`src/rtl/cpu_muldiv_sequencer.sv`:
```
// RV32M sequencer: captures operands, times the shared multiplier and divider,
// resolves divide special cases, and de-duplicates re-presented ops by tag.
module cpu_muldiv_sequencer #(
  parameter int unsigned MUL_LATENCY = 3,
  parameter int unsigned DIV_LATENCY = 17
) (
  input  logic        i_clock,
  input  logic        i_reset,
  input  logic        i_request,
  input  logic        i_tag,
  input  logic [2:0]  i_op,
  input  logic [31:0] i_rs1,
  input  logic [31:0] i_rs2,
  output logic        o_busy,
  output logic        o_ready,
  output logic [31:0] o_result,
  output logic        o_tag,
  output logic        o_mul_signed1,
  output logic        o_mul_signed2,
  output logic [31:0] o_op1,
  output logic [31:0] o_op2,
  input  logic [63:0] i_mul_result,
  output logic        o_div_signed,
  input  logic [31:0] i_div_result,
  input  logic [31:0] i_div_remainder
);

  typedef enum logic [1:0] {
    IDLE,
    MUL_WAIT,
    DIV_WAIT,
    DONE
  } state_t;

  state_t      state, state_n;
  logic [4:0]  count, count_n;
  logic [2:0]  op, op_n;
  logic        tag, tag_n;
  logic [31:0] result_n, op1_n, op2_n;
  logic        otag_n, s1_n, s2_n, ds_n;
  logic        waiting, accept, is_div;
  logic        div_signed, rs2_zero, overflow;
  logic [31:0] mul_sel, div_sel;

  assign waiting = (state == MUL_WAIT) || (state == DIV_WAIT);
  assign accept = (state == IDLE) && i_request && (i_tag != o_tag);
  assign is_div = i_op[2];
  assign div_signed = is_div && !i_op[0];
  assign rs2_zero = (i_rs2 == 32'h0);
  assign overflow = div_signed && (i_rs1 == 32'h8000_0000)
                    && (i_rs2 == 32'hFFFF_FFFF);

  // DONE is excluded so the stage can retire the op in the ready cycle
  assign o_busy = waiting || (i_request && (i_tag != o_tag));
  assign o_ready = (state == DONE);

  assign mul_sel = (op[1:0] == 2'b00) ? i_mul_result[31:0]
                                      : i_mul_result[63:32];
  assign div_sel = op[1] ? i_div_remainder : i_div_result;

  always_comb begin
    state_n  = state;
    count_n  = count;
    op_n     = op;
    tag_n    = tag;
    result_n = o_result;
    otag_n   = o_tag;
    op1_n    = o_op1;
    op2_n    = o_op2;
    s1_n     = o_mul_signed1;
    s2_n     = o_mul_signed2;
    ds_n     = o_div_signed;
    unique case (state)
      IDLE: begin
        if (accept) begin
          op_n  = i_op;
          tag_n = i_tag;
          op1_n = i_rs1;
          op2_n = i_rs2;
          s1_n  = !is_div && (i_op[1:0] != 2'b11);
          s2_n  = !is_div && !i_op[1];
          ds_n  = div_signed;
          unique case (1'b1)
            !is_div: begin
              count_n = 5'(MUL_LATENCY);
              state_n = MUL_WAIT;
            end
            is_div && rs2_zero: begin
              result_n = i_op[1] ? i_rs1 : 32'hFFFF_FFFF;
              otag_n   = i_tag;
              state_n  = DONE;
            end
            is_div && overflow: begin
              result_n = i_op[1] ? 32'h0 : 32'h8000_0000;
              otag_n   = i_tag;
              state_n  = DONE;
            end
            default: begin
              count_n = 5'(DIV_LATENCY);
              state_n = DIV_WAIT;
            end
          endcase
        end
      end
      MUL_WAIT, DIV_WAIT: begin
        count_n = count - 5'd1;
        if (count == 5'd1) begin
          result_n = (state == MUL_WAIT) ? mul_sel : div_sel;
          otag_n   = tag;
          state_n  = DONE;
        end
      end
      DONE: state_n = IDLE;
      default: state_n = IDLE;
    endcase
  end

  always_ff @(posedge i_clock) begin
    if (i_reset) begin
      state         <= IDLE;
      count         <= '0;
      op            <= '0;
      tag           <= 1'b0;
      o_result      <= '0;
      o_tag         <= 1'b0;
      o_op1         <= '0;
      o_op2         <= '0;
      o_mul_signed1 <= 1'b0;
      o_mul_signed2 <= 1'b0;
      o_div_signed  <= 1'b0;
    end else begin
      state         <= state_n;
      count         <= count_n;
      op            <= op_n;
      tag           <= tag_n;
      o_result      <= result_n;
      o_tag         <= otag_n;
      o_op1         <= op1_n;
      o_op2         <= op2_n;
      o_mul_signed1 <= s1_n;
      o_mul_signed2 <= s2_n;
      o_div_signed  <= ds_n;
    end
  end

endmodule
```
`config.mk`:
```
export PLATFORM = sky130hd
export DESIGN_NAME = cpu_muldiv_sequencer
export DESIGN_NICKNAME = d
export VERILOG_FILES = /design/src/rtl/cpu_muldiv_sequencer.sv
export SDC_FILE = /design/constraint.sdc
export NUM_CORES = 1
export LEC_CHECK = 0
export BUFFER_PORTS_ARGS = -buffer_cell sky130_fd_sc_hd__buf_2
export CORE_AREA = 2 2 172 107
export DETAILED_ROUTE_END_ITERATION = 10
export DIE_AREA = 0 0 174 109
export HOLD_SLACK_MARGIN = 0.03
export PLACE_DENSITY = 0.63
export SLEW_MARGIN = 30
export SYNTH_ARGS = -nofsm -noshare
export SYNTH_HDL_FRONTEND = slang
export SYNTH_SLANG_ARGS = --single-unit
```
`constraint.sdc`:
```
create_clock -name i_clock -period 2.3 [get_ports i_clock]
set_input_delay 0.115 -clock i_clock [delete_from_list [all_inputs] [get_ports i_clock]]
set_output_delay 0.115 -clock i_clock [all_outputs]
set_load 0.005 [all_outputs]
```
==> impl_metrics.py <==
metrics = {
    "sta": {
        "period_minus_slack_ps": 2190,
        "finalCritPeriodShare_pct": 95.4,
        "maxSlewViolCount": 0,
        "skew_ps": 10.5,
        "fin_tns_setup_ps": 0,
        "setup_slack_ps": 106,
        "tightestPinTransition_ps": 578,
        "hold_viol": 0,
        "final-setup-viol-count": 0,
        "max_freq_mhz": 456,
        "slew_headroom_pct": 61.5,
        "rsz0062_at_grt": "false",
    },
    "route": {
        "ant_nets": 0,
        "dr.first_iter.drc_count": 452,
        "vias_per_cell": 5.12,
        "routed_wl_microns": 23000,
        "drt_first_pass_iters": 5,
        "wl_per_cell_microns": 16.7,
        "vias": 7016,
        "drc": 0,
    },
    "global_routing": {
        "antenna_found_initial": 0,
        "grt_first_pass_wirelength_microns": 35400,
        "grt_pass1_vias": 6510,
        "grt_overflow_total": 0,
        "grt_max_degree": 97,
        "grt_usage_pct": 23.5,
    },
    "clock_tree": {
        "clock-sinks": 110,
        "htreeDepth": 3,
        "clkTransAtPathRegs_ps": 80,
        "clockRootBuffer": "clkbuf_16",
        "cts_tree": "done",
        "clk_latency_ps": 350,
        "postCtsSetupBuffers": 0,
        "cts.path.max_buffers": 2,
        "numCtsBuffers": 9,
    },
    "logic_synthesis": {
        "synth-seq-cells": 110,
        "synth_edf_count": 0,
        "ys_seq_area_share_pct": 36.8,
        "synth-main-ff-cell": "dfxtp_1",
        "ys_types": 40,
        "synth.cell_area_sq_mm": 0.00599,
        "synth_fp_nets": 1020,
        "ys.warnings.count": 0,
        "netlist_instances": 815,
        "synth_area_per_cell_sq_um": 7.35,
        "synth-async-reset-ratio_pct": 0,
    },
    "setup_path": {
        "cp.required_ps": 2520,
        "reg2reg_to": "o_result[2]",
        "critical-path-slowest-cell": "or4_1",
        "crit_fanout": 11,
        "rr_startpoint": "state[0]",
        "max_stage_delay_ps": 610,
        "reg2reg_slack_ps": 220,
        "worstSetupStartpointType": "input pin",
        "cp.arrival_ps": 2420,
        "crit_path_cell_trace": "dlygate4sd3_1, buf_2, nand4_1, or4_1, nor2_4, o311ai_4, buf_4, nor3_1, nor3_2",
        "worstSetupPathType": "input pin to flop",
        "reg2reg_depth": 8,
        "endpoint_kind": "flop",
    },
    "layout": {
        "postLayoutCoreUtil_pct": 49.5,
        "num-fill-cells": 1835,
        "area_growth_pct": 44.6,
        "drive_above_1_share_pct": 35.5,
        "diodes": 0,
        "fin_nets": 1331,
    },
    "power": {
        "power.share.switching_pct": 39.9,
        "leakagePower_nw": 3.76,
        "power.share.sequential_pct": 33.5,
        "intPower_w": 0.00415,
        "comb_power_share_pct": 43.2,
        "worst_ir_drop_vdd_v": 0.000437,
        "power_switching_w": 0.00276,
        "power_density_mw_per_mm2": 798,
        "p_clk_share_pct": 23.3,
    },
    "placed_design": {
        "port_buffers": 300,
        "dpl_worst_slack_ps": -50.5,
        "hpwl_microns": 17200,
        "gp_congestion": 0.867,
    },
    "floorplan": {
        "pin_count": 301,
        "dieHeight_microns": 109,
        "rows": 38,
        "fp.dieW_microns": 174,
        "die_area_sq_mm": 0.0190,
        "start_util_pct": 34.2,
        "core-area_sq_mm": 0.0175,
    },
    "outcome": {
        "status": "complete, no violations",
    },
    "worst_hold_path": {
        "hp-start": "i_rs1[31]",
        "hold_path_end": "o_op1[31]",
        "holdPathStages": 3,
        "hold_class": "input pin to flop",
    },
    "flow_run": {
        "cap_viol_max_count": 0,
    },
}
==> final cells by class <==
| type | count | area, sq um | area share [%] |
|---|---|---|---|
| Sequential cell | 110 | 2200 | 25.4 |
| Clock inverter | 7 | 86.3 | 0.996 |
| Clock buffer | 9 | 225 | 2.60 |
| Multi-Input combinational cell | 626 | 3560 | 41.1 |
| Tap cell | 240 | 300 | 3.46 |
| Inverter | 7 | 26.3 | 0.303 |
| Timing Repair Buffer | 372 | 2260 | 26.1 |
==> what timing repair did <==
item                                    4_1_cts  5_1_grt
hold buffers                                 39        1
endpoints found under the hold margin        39        1
resized for setup                             0       16
endpoints found under the setup margin        0       38
==> sequential cells by signal (all words and copies together), names as in the netlist <==
register       count
o_div_signed       1
state              2
o_mul_signed1      1
tag                1
o_tag              1
count              5
o_mul_signed2      1
o_op1             32
o_result          32
op                 2
o_op2             32
==> stage by stage <==
| step | area (sq um) | hold slack (ps) | cells | power [W] |
|---|---|---|---|---|
| global route | 8670 | 31.1 | 1371 | 0.00743 |
| floorplan | 5990 | 251 | 815 | 0.00412 |
| global placement | 7880 | 379 | 1315 | 0.00524 |
| finish | 8670 | 36.9 | 1371 | 0.00692 |
| detailed placement | 7880 | 387 | 1315 | 0.00526 |
| CTS | 8580 | 30.0 | 1370 | 0.00693 |
==> worst max-delay path, delay by kind of cell <==
kind | cells | cell delay, ps
and+or+nand+nor | 5 | 1270
buffers and inverters | 3 | 880
AOI/OAI and AO/OA | 1 | 140
==> cells in the mapped netlist, types with 2 or more instances <==
library cell  count  share of area (%)
inv_1             7               0.44
nand4_1           8               0.84
ha_1              6                1.3
a211oi_1         34                4.3
a21oi_1          76                6.3
nand2_1         180                 11
nor2_1           46                2.9
a311oi_1         31                4.5
buf_2             6               0.50
nor4b_1           2               0.29
nor3_1           73                6.1
nor3_2           29                4.8
buf_6             4               0.75
nor2b_1          65                6.8
nor4_1           13                1.4
clkbuf_1         56                3.5
nand4b_1          2               0.29
mux2i_1           5               0.84
dfxtp_1         110                 37
o21ai_0          35                2.9
nand3_1           4               0.33
buf_1             5               0.31
==> worst max-delay path by stage <==
stage              start            to  slack [ps]  cells after the start
2_1_floorplan   state[0]   o_result[0]         200                     10
3_3_place_gp   i_rs1[17]   o_result[8]          20                      9
3_5_place_dp    i_rs1[1]   o_result[9]         -50                      9
4_1_cts        i_rs2[25]   o_result[9]          20                     11
5_1_grt        i_rs2[25]  o_result[23]           8                     11
6_report       i_rs2[27]  o_result[14]         110                      9
==> kinds of logic (layout without fill, tap and decap cells) <==
logic type | after synthesis | count (layout) | synth area share (%)
AOI/OAI and AO/OA | 185 | 185 | 19.5
xor gates and xnor gates | 1 | 1 | 0.146
adders and majority gates | 6 | 6 | 1.25
buffers and inverters | 79 | 395 | 5.64
DFF | 110 | 110 | 36.8
muxes | 5 | 5 | 0.835
and+or+nand+nor | 429 | 429 | 35.9
==> power groups by stage <==
stage / registers, W / clock network (W) / logic [W]
after CTS: 0.00232 / 0.00166 / 0.00295
after floorplan: 0.00237 / 0 / 0.00175
after global routing: 0.00236 / 0.00175 / 0.00332
after global placement: 0.00235 / 0 / 0.00289
after detailed placement: 0.00236 / 0 / 0.00290
final: 0.00232 / 0.00161 / 0.00298
==> per-layer routing <==
metal | part of all wire (%) | vias up | global-route usage (%) | wire length (microns)
met5 | 0 | - | 0 | 0
met2 | 46 | 254 | 37.7 | 10500
met1 | 46 | 3264 | 32.7 | 10600
met3 | 7.2 | 11 | 5.40 | 1650
li1 | - | 3487 | - | -
met4 | 0.86 | 0 | 3.96 | 197
==> placed cells by master, fill, tap and decap left out, types with 3 or more instances in the layout <==
cell and n:
buf_2 299, nand2_1 180, dfxtp_1 109, a21oi_1 76
nor2b_1 65, nor3_1 63, nor2_1 44, dlygate4sd3_1 40
nor3_2 39, o21ai_0 34, a211oi_1 34, a311oi_1 31
buf_4 23, nor4_1 11, clkbuf_16 9, buf_12 9
nand4_1 8, inv_1 7, mux2i_1 5, ha_1 4
clkinv_8 3
Power figures use the tool's default switching activity.
